## src/rtl/pl19_pl20_accessory.sv

```systemverilog
// pl19_pl20_accessory
//
// Accessory (device) end of the G-15 PL19/PL20 connectors.
//
// The input path serializes device words toward the CPU. The word goes out
// on PL19_INPUT, LSB first, and advances one bit per CPU shift command.
// The output path assembles CPU output bits from PL20 into characters,
// LSB first, and hands them to a device-side consumer.
//
// Ports
//   CLOCK              system clock (rising edge)
//   rst                asynchronous active-high reset
//   PL19_START_INPUT   CPU start-input level; rising edge arms the input path
//   PL19_STOP_INPUT    CPU stop-input level; rising edge aborts the input path
//   PL19_SHIFT_CMD     CPU input-shift level; rising edge advances one bit
//   PL19_INPUT         serial bit to the CPU
//   PL19_READY_IN      a word is loaded and being shifted
//   PL20_OUTPUT        serial bit from the CPU
//   PL20_OUTPUT_SHIFT  CPU output-shift level; rising edge captures one bit
//   PL20_READY_OUT     accessory can accept output bits
//   dev_in_data/valid/ready     device word source (valid/ready handshake)
//   dev_out_data/valid/ready    character sink (valid/ready handshake)
//   in_underrun        sticky: shift command with no word loaded
//   out_overrun        sticky: output shift while PL20_READY_OUT was low
module pl19_pl20_accessory #(
  parameter int IN_BITS  = 29,
  parameter int OUT_BITS = 5
) (
  input  logic                CLOCK,
  input  logic                rst,
  input  logic                PL19_START_INPUT,
  input  logic                PL19_STOP_INPUT,
  input  logic                PL19_SHIFT_CMD,
  output logic                PL19_INPUT,
  output logic                PL19_READY_IN,
  input  logic                PL20_OUTPUT,
  input  logic                PL20_OUTPUT_SHIFT,
  output logic                PL20_READY_OUT,
  input  logic [IN_BITS-1:0]  dev_in_data,
  input  logic                dev_in_valid,
  output logic                dev_in_ready,
  output logic [OUT_BITS-1:0] dev_out_data,
  output logic                dev_out_valid,
  input  logic                dev_out_ready,
  output logic                in_underrun,
  output logic                out_overrun
);

  localparam int ICW = $clog2(IN_BITS + 1);
  localparam int OCW = $clog2(OUT_BITS + 1);
  localparam logic [ICW-1:0] IN_LAST  = ICW'(IN_BITS - 1);
  localparam logic [OCW-1:0] OUT_LAST = OCW'(OUT_BITS - 1);

  typedef enum logic [1:0] {
    IN_IDLE  = 2'd0,
    IN_WAIT  = 2'd1,
    IN_SHIFT = 2'd2
  } in_state_t;

  in_state_t in_state, in_state_nxt;

  logic                start_prev, stop_prev, shift_prev, oshift_prev;
  logic                start_edge, stop_edge, shift_edge, oshift_edge;
  logic                in_load, in_shift;
  logic [IN_BITS-1:0]  in_sr;
  logic [ICW-1:0]      bit_cnt;

  logic [OUT_BITS-1:0] out_sr;
  logic [OUT_BITS:0]   out_cat;
  logic [OUT_BITS-1:0] out_next;
  logic [OCW-1:0]      out_cnt;
  logic                out_accept;

  // ---- strobe edge detection ----
  always_ff @(posedge CLOCK or posedge rst) begin
    if (rst) begin
      start_prev  <= 1'b0;
      stop_prev   <= 1'b0;
      shift_prev  <= 1'b0;
      oshift_prev <= 1'b0;
    end else begin
      start_prev  <= PL19_START_INPUT;
      stop_prev   <= PL19_STOP_INPUT;
      shift_prev  <= PL19_SHIFT_CMD;
      oshift_prev <= PL20_OUTPUT_SHIFT;
    end
  end

  assign start_edge  = PL19_START_INPUT  & ~start_prev;
  assign stop_edge   = PL19_STOP_INPUT   & ~stop_prev;
  assign shift_edge  = PL19_SHIFT_CMD    & ~shift_prev;
  assign oshift_edge = PL20_OUTPUT_SHIFT & ~oshift_prev;

  // ---- input path: FSM ----
  always_ff @(posedge CLOCK or posedge rst) begin
    if (rst) in_state <= IN_IDLE;
    else     in_state <= in_state_nxt;
  end

  // STOP is checked first so it overrides START, SHIFT and a pending load.
  always_comb begin
    in_state_nxt = in_state;
    in_load      = 1'b0;
    in_shift     = 1'b0;
    if (stop_edge) begin
      in_state_nxt = IN_IDLE;
    end else begin
      case (in_state)
        IN_IDLE: begin
          if (start_edge) in_state_nxt = IN_WAIT;
        end
        IN_WAIT: begin
          if (dev_in_valid) begin
            in_load      = 1'b1;
            in_state_nxt = IN_SHIFT;
          end
        end
        IN_SHIFT: begin
          if (shift_edge) begin
            in_shift = 1'b1;
            if (bit_cnt == IN_LAST) in_state_nxt = IN_WAIT;
          end
        end
        default: in_state_nxt = IN_IDLE;
      endcase
    end
  end

  always_ff @(posedge CLOCK or posedge rst) begin
    if (rst) begin
      bit_cnt     <= '0;
      in_underrun <= 1'b0;
    end else begin
      if (stop_edge || in_load) begin
        bit_cnt <= '0;
      end else if (in_shift) begin
        bit_cnt <= (bit_cnt == IN_LAST) ? '0 : bit_cnt + 1'b1;
      end
      // Setting takes priority when a START and an unserved shift coincide.
      if (start_edge) in_underrun <= 1'b0;
      if (shift_edge && (in_state != IN_SHIFT)) in_underrun <= 1'b1;
    end
  end

  // The word register needs no reset: the output bit is gated by the state.
  always_ff @(posedge CLOCK) begin
    if (in_load)       in_sr <= dev_in_data;
    else if (in_shift) in_sr <= in_sr >> 1;
  end

  assign PL19_READY_IN = (in_state == IN_SHIFT);
  assign dev_in_ready  = (in_state == IN_WAIT);
  assign PL19_INPUT    = (in_state == IN_SHIFT) & in_sr[0];

  // ---- output path ----
  assign PL20_READY_OUT = ~dev_out_valid;
  assign out_accept     = oshift_edge & ~dev_out_valid;
  // New bit enters at the MSB so the first bit received ends up at bit 0.
  assign out_cat        = {PL20_OUTPUT, out_sr};
  assign out_next       = out_cat[OUT_BITS:1];

  always_ff @(posedge CLOCK or posedge rst) begin
    if (rst) begin
      out_cnt       <= '0;
      dev_out_valid <= 1'b0;
      dev_out_data  <= '0;
      out_overrun   <= 1'b0;
    end else begin
      if (dev_out_valid && dev_out_ready) dev_out_valid <= 1'b0;
      // A shift in the handshake cycle still sees READY_OUT low and is dropped.
      if (oshift_edge && dev_out_valid) out_overrun <= 1'b1;
      if (out_accept) begin
        if (out_cnt == OUT_LAST) begin
          dev_out_data  <= out_next;
          dev_out_valid <= 1'b1;
          out_cnt       <= '0;
        end else begin
          out_cnt <= out_cnt + 1'b1;
        end
      end
    end
  end

  // Partial characters are discarded by clearing out_cnt; the shift
  // register itself is fully overwritten before it is ever presented.
  always_ff @(posedge CLOCK) begin
    if (out_accept) out_sr <= out_next;
  end

endmodule

```

## config.mk

```make
export PLATFORM = sky130hd
export DESIGN_NAME = pl19_pl20_accessory
export DESIGN_NICKNAME = d
export VERILOG_FILES = /design/src/rtl/pl19_pl20_accessory.sv
export SDC_FILE = /design/constraint.sdc
export NUM_CORES = 1
export LEC_CHECK = 0
export ABC_AREA = 1
export CELL_PAD_IN_SITES_DETAIL_PLACEMENT = 0
export CELL_PAD_IN_SITES_GLOBAL_PLACEMENT = 1
export CORE_UTILIZATION = 39
export DETAILED_ROUTE_END_ITERATION = 8
export PLACE_DENSITY_LB_ADDON = 0.1
export SETUP_SLACK_MARGIN = 0.5
export SYNTH_ARGS = -nofsm -noshare
export SYNTH_HDL_FRONTEND = slang
export SYNTH_SLANG_ARGS = --single-unit
```

## constraint.sdc

```tcl
create_clock -name CLOCK -period 2.59 [get_ports CLOCK]
set_input_delay 0.259 -clock CLOCK [delete_from_list [all_inputs] [get_ports CLOCK]]
set_output_delay 0.259 -clock CLOCK [all_outputs]
set_load 0.005 [all_outputs]
```

==> results of run 1 <==
-- placed cells by master (no fill, tap or decap) --
master	instances
nand2_1	61
inv_1	55
clkdlybuf4s50_1	49
edfxtp_1	33
o21ai_0	27
dfrtp_1	22
nand3_1	15
nor2_1	12
o21ai_1	10
clkbuf_8	5
ha_1	4
nor2_4	2
clkinv_2	2
buf_4	2
xor2_1	1
inv_2	1
a22o_1	1
nand3_2	1
o21ai_2	1
nand4_1	1
nand3b_1	1
a21oi_1	1
o21bai_1	1
inv_6	1
-- worst max-delay path: cells and delay by family, from the launching register on --
| family | cells | cell delay (ns) |
|---|---|---|
| buffers and inverters | 2 | 0.61 |
| and+or+nand+nor | 2 | 0.23 |
| DFF | 1 | 0.43 |
-- kinds of logic (layout without fill, tap and decap cells) --
| group | after synthesis | after routing | synth area share [%] |
|---|---|---|---|
| and+or+nand+nor | 93 | 93 | 16.0 |
| buffers and inverters | 63 | 115 | 10.3 |
| DFF | 55 | 55 | 62.5 |
| AOI/OAI and AO/OA | 41 | 41 | 8.73 |
| adders and majority gates | 4 | 4 | 2.03 |
| xor gates and xnor gates | 1 | 1 | 0.355 |
-- report_power, final --
| group | internal, mW | switching, mW | leakage (nW) |
|---|---|---|---|
| clock network | 0.191 | 0.280 | 0.0483 |
| registers | 1.19 | 0.101 | 0.581 |
| logic | 0.330 | 0.359 | 0.806 |
-- registers in the layout (all words and copies together) (netlist names) --
signal and flops:
in_sr 29, bit_cnt 5, dev_out_data 5, out_sr 4, out_cnt 3, in_state 2
dev_out_valid 1, in_underrun 1, oshift_prev 1, out_overrun 1, shift_prev 1, start_prev 1
stop_prev 1
-- final cells by class --
cell class | instances | area (µm²)
fillers | 603 | 2920
repair buffers | 51 | 505
clock inverters | 3 | 18.8
inverters | 56 | 210
well taps | 75 | 93.8
flip-flops and latches | 55 | 1540
clock buffers | 5 | 68.8
multi-input cells | 139 | 669
-- layer usage --
metal  track usage [%]  share of wire (%)  vias up
li1                  -                  -      908
met5                 0                  0        -
met3              3.67                4.6        6
met4              5.36                1.7        0
met2              23.9                 44       35
met1              17.8                 50      762
-- worst paths after layout --
kind                                       start              end
worst max-delay path                 in_state[0]       PL19_INPUT
worst min-delay path                         rst  dev_out_data[4]
worst max register to register       in_state[0]        in_sr[18]
worst min register to register         out_sr[4]        out_sr[3]
max in group asynchronous                    rst       bit_cnt[4]
min in group CLOCK              PL19_START_INPUT       start_prev
==> impl_metrics.csv, run 1 <==
group,metric,value,unit
outcome,status,"completed",
grt,grt_pass1_vias,1608,
clocking,cts.sinks,55,
finish,postLayoutCoreUtil,51.6,%
routing,detail-route-antenna-nets,0,
yosys,syn-num-nets,299,
yosys,syn_inst,257,
routing,drc,0,
yosys,synth-edff-count,33,
placement,pre_cts_ws,0.613,ns
sta,clock_skew,0.00654,ns
routing,routed_wl,4.03,mm
floorplan,rows,28,
finish,antenna_cells,0,
critical_path,crit_slowest_cell,"clkdlybuf4s50_1",
routing,wire_per_inst,10.5,µm
floorplan,die_area,6650,µm²
critical_path,required,2.33,ns
placement,io_buffers,49,
finish,final_area,3110,µm²
critical_path,cp-end-kind,"output port",
yosys,synthTopCellsByCount,"nand2_1, inv_1, edfxtp_1, o21ai_0, dfrtp_1",
clocking,post_cts.repair.setup_buffers,0,
yosys,synth.most_common_cell,"nand2_1",
floorplan,core,6030,µm²
power,p_per_area,790,nW/µm²
sta,worst_slack,0.766,ns
clocking,cts_root_buf,"clkbuf_8",
routing,route.vias.total,1711,
yosys,synth_area,2470,µm²
floorplan,die_w,81.5,µm
critical_path,worst-setup-path-type,"flop to output port",
sta,final_hold_viol_count,0,
yosys,synth-seq-area-share,62.5,%
yosys,yosysTopAreaCell,"edfxtp_1",
critical_path,cp_data_arrival_time,1.56,ns
routing,via_per_inst,4.46,
floorplan,io_pins,50,
finish,final_net_count,350,
critical_path,cp_cell_sequence,"inv_2 > nand2_1 > nor2_1 > clkdlybuf4s50_1",
sta,rsz0062_at_grt,"false",
clocking,clk_latency,0.31,ns
clocking,cts_buffer_depth,2,
yosys,ys_ff_latch,55,
clocking,cts-htree-levels,2,
finish,stdcell_count,384,
finish,area_growth,26.0,%
grt,antenna_found_initial,0,
yosys,synth_cell_types,22,
sta,period_needed,1.82,ns
yosys,synth_top_area_share,40.2,%
clocking,clk_pin_slew_worst_paths,0.10,ns
critical_path,startpoint_type,"flop",
sta,fmax,548,MHz
min_path,hp-class,"input pin to async pin",
power,total_power,2.46,mW
critical_path,rrSetupSlack,0.91,ns
grt,grt_pass1_wl,7.13,mm
sta,setup-tns-final,0,ns
critical_path,cpPeakStageDelay,0.52,ns
clocking,cts_hold_buf,0,
power,ir_drop,0.349,mV
clocking,cts_resized,0,
critical_path,crit_fanout,4,
grt,grt_usage,14.3,%
placement,placed_cells,376,
grt,grt_max_degree,59,
yosys,ys_warn_count,0,
grt,gr-total-overflow,0,
critical_path,reg2reg_depth,6,
yosys,ys_async_sr_fraction,40.0,%
sta,fin_crit_sh,70.4,%
sta,whs,0.414,ns
floorplan,dieHeight,81.5,µm
placement,dp_hpwl,2.83,mm
power,power_leakage,1.44,nW
floorplan,initial_utilization,40.9,%
yosys,yosys-top-cells-area,"edfxtp_1, dfrtp_1, nand2_1",
yosys,syn_area_per_cell,9.60,µm²
placement,place_congestion,0.789,
sta,max-slew-margin-rel,42.9,%
clocking,cts_buffers,5,
routing,drt_iter0_drc,36,
sta,slew_violations,0,
sta,tightest_slew,0.856,ns
placement,place_area,3020,µm²
job,maxCapViolations,0,
clocking,cts_tree,"yes",
finish,final_layout_size_suffix_gt1_share,4.85,%
yosys,synth_flop_cell,"edfxtp_1",
routing,drt_pre_antenna_iters,4,
sta,finalSetupViolCount,0,
Power figures use the tool's default switching activity.
==> run 2, diff against run 1 <==
- clock period: 2.59 -> 1.8 ns (I/O delays scaled with it)
==> impl_metrics.csv, run 2 (synthesis gave the netlist of run 1 again) <==
group,metric,value,unit
critical_path,worst-setup-path-type,"flop to flop",
routing,drc,0,
critical_path,cpPeakStageDelay,0.44,ns
routing,routed_wl,5.48,mm
placement,dp_hpwl,3.03,mm
routing,route.vias.total,1948,
finish,top_register,"in_sr",
sta,setup-tns-final,0,ns
power,swShare,32.8,%
finish,final_layout_size_suffix_gt1_share,28.8,%
power,ir_drop,0.508,mV
critical_path,cp_num_buf_inv,2,
finish,layout_commonest_cell,"inv_1",
grt,grt_pass1_wl,8.88,mm
floorplan,initial_utilization,40.9,%
placement,place_area,3090,µm²
outcome,status,"completed",
critical_path,cp-end-kind,"flop",
finish,largestRegisters,"in_sr (29), bit_cnt (5), dev_out_data (5)",
floorplan,die_area,6650,µm²
sta,period_needed,1.45,ns
sta,fin_crit_sh,80.7,%
routing,drt_pre_antenna_iters,4,
critical_path,cp_data_arrival_time,1.53,ns
sta,rsz0062_at_grt,"true",
grt,grt_max_degree,23,
power,combPwrFrac,41.8,%
power,p_per_area,1150,nW/µm²
grt,grt_pass1_vias,1927,
critical_path,cp_cell_sequence,"nor2_4 > nand3_4 > buf_4 > clkbuf_16 > nand2_1 > o21ai_2",
sta,fmax,688,MHz
power,power_leakage,1.78,nW
sta,clock_skew,0.00902,ns
clocking,cts.sinks,55,
job,maxCapViolations,0,
sta,worst_slack,0.347,ns
grt,gr-total-overflow,0,
placement,pre_cts_ws,0.125,ns
clocking,clk_pin_slew_worst_paths,0.10,ns
clocking,cts_buffers,5,
power,sequentialPowerShare,42.5,%
critical_path,startpoint_type,"flop",
clocking,cts_buffer_depth,2,
grt,grt_usage,17.8,%
routing,wire_per_inst,13.1,µm
sta,final_hold_viol_count,0,
power,clkPwrFrac,15.7,%
routing,detail-route-antenna-nets,0,
clocking,cts_hold_buf,0,
finish,layout_common_cells,"inv_1, nand2_1, clkdlybuf4s50_1, edfxtp_1, dfrtp_1",
min_path,hp-class,"input pin to async pin",
clocking,cts_tree,"yes",
finish,area_growth,56.6,%
sta,tightest_slew,0.294,ns
sta,max-slew-margin-rel,80.4,%
routing,drt_iter0_drc,73,
finish,largest_reg_flops,29,
critical_path,path_delay_family,"flip-flops",
finish,final_net_count,385,
floorplan,core,6030,µm²
routing,via_per_inst,4.65,
floorplan,rows,28,
clocking,cts-htree-levels,2,
power,power_switching,1.46,mW
sta,slew_violations,0,
clocking,cts_root_buf,"clkbuf_8",
placement,place_congestion,0.766,
floorplan,io_pins,50,
finish,final_area,3860,µm²
grt,antenna_found_initial,0,
clocking,clk_latency,0.31,ns
critical_path,crit_slowest_cell,"dfrtp_2",
floorplan,dieHeight,81.5,µm
critical_path,crit_fanout,8,
placement,io_buffers,49,
critical_path,required,1.87,ns
finish,antenna_cells,0,
floorplan,die_w,81.5,µm
power,p_int,2.99,mW
sta,finalSetupViolCount,0,
==> run 2: cell count changes in the layout (fill, tap and decap cells not counted), moves of 5 or more <==
cell | previous run | this run
nand2_1 | 61 | 42
buf_4 | 2 | 18
nor2_1 | 12 | 6
nand2_2 | 0 | 6
buf_12 | 0 | 5
dlygate4sd2_1 | 0 | 9
clkdlybuf4s50_1 | 49 | 37
o21ai_2 | 1 | 17
buf_16 | 0 | 7
o21ai_0 | 27 | 8
nand2_4 | 0 | 11
==> run 2: metrics by stage <==
| stage | util [%] | hold slack [ns] | power, mW | std cells |
|---|---|---|---|---|
| after global placement | 51.2 | 0.434 | 2.94 | 380 |
| after CTS | 60.4 | 0.203 | 4.20 | 411 |
| final | 64.1 | 0.198 | 4.45 | 419 |
| after floorplan | - | 0.169 | 2.51 | 257 |
| after global routing | 64.1 | 0.264 | 4.72 | 419 |
| after detailed placement | 51.2 | 0.432 | 2.96 | 380 |
==> run 2: power by group through the flow <==
| stage | sequential (mW) | clock [mW] | combinational (mW) |
|---|---|---|---|
| 4_1_cts | 1.87 | 0.714 | 1.61 |
| 3_3_place_gp | 1.89 | 0 | 1.05 |
| 3_5_place_dp | 1.89 | 0 | 1.07 |
| 6_report | 1.89 | 0.700 | 1.86 |
| 5_1_grt | 1.93 | 0.757 | 2.03 |
| 2_1_floorplan | 1.87 | 0 | 0.637 |
==> run 2: area by class of cell <==
| type | instances | area, µm² |
|---|---|---|
| Fill cell | 488 | 2160 |
| Sequential cell | 55 | 1540 |
| Timing Repair Buffer | 84 | 967 |
| Multi-Input combinational cell | 141 | 960 |
| Inverter | 56 | 210 |
| Tap cell | 75 | 93.8 |
| Clock buffer | 5 | 68.8 |
| Clock inverter | 3 | 18.8 |
==> run 2: worst paths after layout <==
check	end	cells after the start	start	slack, ns
max	in_sr[22]	6	in_state[1]	0.35
min	oshift_prev	3	rst	0.20
max reg2reg	in_sr[22]	6	in_state[1]	0.35
min reg2reg	out_sr[1]	0	out_sr[2]	0.46
max in group asynchronous	in_state[1]	3	rst	1.35
min in group CLOCK	oshift_prev	1	PL20_OUTPUT_SHIFT	0.33
==> run 2: per-layer routing <==
| metal | GRT usage, % | up-vias | share of wire [%] | routed length [µm] |
|---|---|---|---|---|
| met1 | 23.7 | 904 | 48 | 2630 |
| met2 | 29.4 | 39 | 47 | 2550 |
| met5 | 0 | - | 0 | 0 |
| met3 | 3.33 | 13 | 3.4 | 187 |
| met4 | 5.54 | 0 | 2.0 | 112 |
| li1 | - | 992 | - | - |
==> run 2: worst register-to-register path, delay by kind of cell, from the launching register on <==
| kind | cells | cell delay, ns |
|---|---|---|
| DFF | 1 | 0.44 |
| and+or+nand+nor | 3 | 0.39 |
| buffers and inverters | 2 | 0.35 |
| AOI/OAI and AO/OA | 1 | 0.05 |
==> run 2: repair_timing <==
item / in CTS / in global routing
resized for setup: 65 / 49
pin swaps: 4 / 5
hold endpoints to repair: 0 / 0
gates cloned: 9 / 1
setup endpoints to repair: 78 / 72
setup buffers: 14 / 7
==> run 3, diff against run 2 <==
- clock period: 1.8 -> 1.35 ns (I/O delays scaled with it)
==> impl_metrics.csv, run 3 (synthesis gave the netlist of run 1 again) <==
group,metric,value,unit
floorplan,die_w,81.5,µm
placement,dp_hpwl,3.01,mm
clocking,cts_buffer_depth,2,
outcome,status,"finished with violations",
critical_path,worst-setup-path-type,"flop to flop",
sta,finalSetupViolCount,52,
job,maxCapViolations,0,
placement,placed_cells,388,
critical_path,cp_data_arrival_time,1.49,ns
floorplan,io_pins,50,
routing,routed.top_layer,"met4",
sta,period_needed,1.42,ns
finish,largestRegisters,"in_sr (29), bit_cnt (5), dev_out_data (5)",
finish,final_area,3860,µm²
finish,area_growth,56.6,%
sta,max-slew-margin-rel,80.7,%
clocking,cts_tree,"yes",
critical_path,startpoint,"in_state[1]",
routing,wire_per_inst,12.3,µm
finish,fillers,526,
clocking,cts-htree-levels,2,
critical_path,cp-end-kind,"flop",
grt,grt_pass1_wl,8.38,mm
outcome,violations,"negative setup slack",
floorplan,dieHeight,81.5,µm
finish,stdcell_count,427,
finish,layout_common_cells,"inv_1, nand2_1, clkdlybuf4s50_1, edfxtp_1, o21ai_1",
critical_path,r2r-end,"in_sr[22]",
critical_path,reg2reg_from,"in_state[1]",
finish,final_net_count,393,
grt,grt_pass1_vias,1887,
min_path,hp-class,"input pin to async pin",
sta,fin_crit_sh,106,%
routing,route.vias.total,1952,
sta,slew_violations,0,
finish,layout_commonest_cell,"inv_1",
grt,gr-total-overflow,0,
routing,wl_met2,2.59,mm
clocking,cts_root_buf,"clkbuf_8",
sta,fmax,702,MHz
routing,routed_wl,5.27,mm
placement,place_congestion,0.787,
floorplan,initial_utilization,40.9,%
critical_path,crit_fanout,13,
routing,drc,0,
routing,wl_met3,294,µm
sta,clock_skew,0.00847,ns
critical_path,startpoint_type,"flop",
sta,tightest_slew,0.289,ns
grt,antenna_found_initial,0,
routing,drt_pre_antenna_iters,6,
power,power_leakage,1.76,nW
routing,drt_iter0_drc,101,
placement,io_buffers,49,
clocking,cts.sinks,55,
finish,final_layout_size_suffix_gt1_share,37.5,%
routing,detail-route-antenna-nets,0,
finish,top_register,"in_sr",
power,ir_drop,0.943,mV
floorplan,rows,28,
grt,grt_usage,16.9,%
grt,grt_max_degree,23,
routing,wl_met1,2.31,mm
finish,antenna_cells,0,
routing,via_per_inst,4.57,
clocking,clk_pin_slew_worst_paths,0.09,ns
power,total_power,5.91,mW
clocking,cts_buffers,5,
critical_path,rrSetupSlack,-0.07,ns
sta,final_hold_viol_count,0,
sta,worst_slack,-0.0744,ns
clocking,clk_latency,0.31,ns
placement,place_area,3200,µm²
sta,rsz0062_at_grt,"true",
floorplan,core,6030,µm²
critical_path,required,1.41,ns
finish,largest_reg_flops,29,
critical_path,reg2reg_depth,7,
finish,postLayoutCoreUtil,64.1,%
floorplan,die_area,6650,µm²
power,p_per_area,1530,nW/µm²
## run 3: final cells by class
cell class	count	area, µm²	share of cell area, %
well taps	75	93.8	2.43
multi-input cells	142	988	25.6
repair buffers	91	938	24.3
clock buffers	7	76.3	1.98
clock inverters	1	5.00	0.130
inverters	56	215	5.57
flip-flops and latches	55	1540	40.0
## run 3: where the power goes
group | leakage [nW] | internal (mW) | switching, mW
logic | 1.15 | 1.34 | 1.17
clock network | 0.0384 | 0.364 | 0.513
registers | 0.579 | 2.30 | 0.223
total | 1.76 | 4.00 | 1.91
## run 3: per-stage QoR
stage               setup slack (ns)  hold WS (ns)  setup TNS [ns]
floorplan                     0.0532         0.124               0
global placement              -0.236         0.436          -11.52
detailed placement            -0.239         0.440          -11.54
CTS                          -0.0454         0.157           -1.34
global route                  -0.128         0.174           -4.70
finish                       -0.0744         0.151           -2.14
## run 3: metal layers
metal | vias to the layer above | global-route usage [%]
met1 | 892 | 21.4
met5 | - | 0
li1 | 1010 | -
met2 | 42 | 27.9
met4 | 0 | 6.61
met3 | 8 | 4.11
## run 3: worst max-delay path by stage
stage,end,slack (ns)
5_1_grt,in_sr[11],-0.13
6_report,in_sr[22],-0.07
4_1_cts,PL19_INPUT,-0.05
3_5_place_dp,in_sr[26],-0.24
3_3_place_gp,in_sr[26],-0.24
2_1_floorplan,in_sr[11],0.05
## run 3: worst max-delay path, stage by stage (launching register included)
cell and delay [ns]:
dfrtp_2 0.44, nor2_4 0.13, buf_6 0.11, nand3_4 0.08, buf_12 0.16, buf_12 0.14
nand2_1 0.05, o21ai_1 0.06
## run 3: timing repair
action / 4_1_cts / 5_1_grt
gates resized for setup: 90 / 64
setup buffers: 15 / 9
endpoints found under the setup margin: 91 / 92
cloned: 5 / 2
pin swaps: 11 / 17
hold buffers: 0 / 0
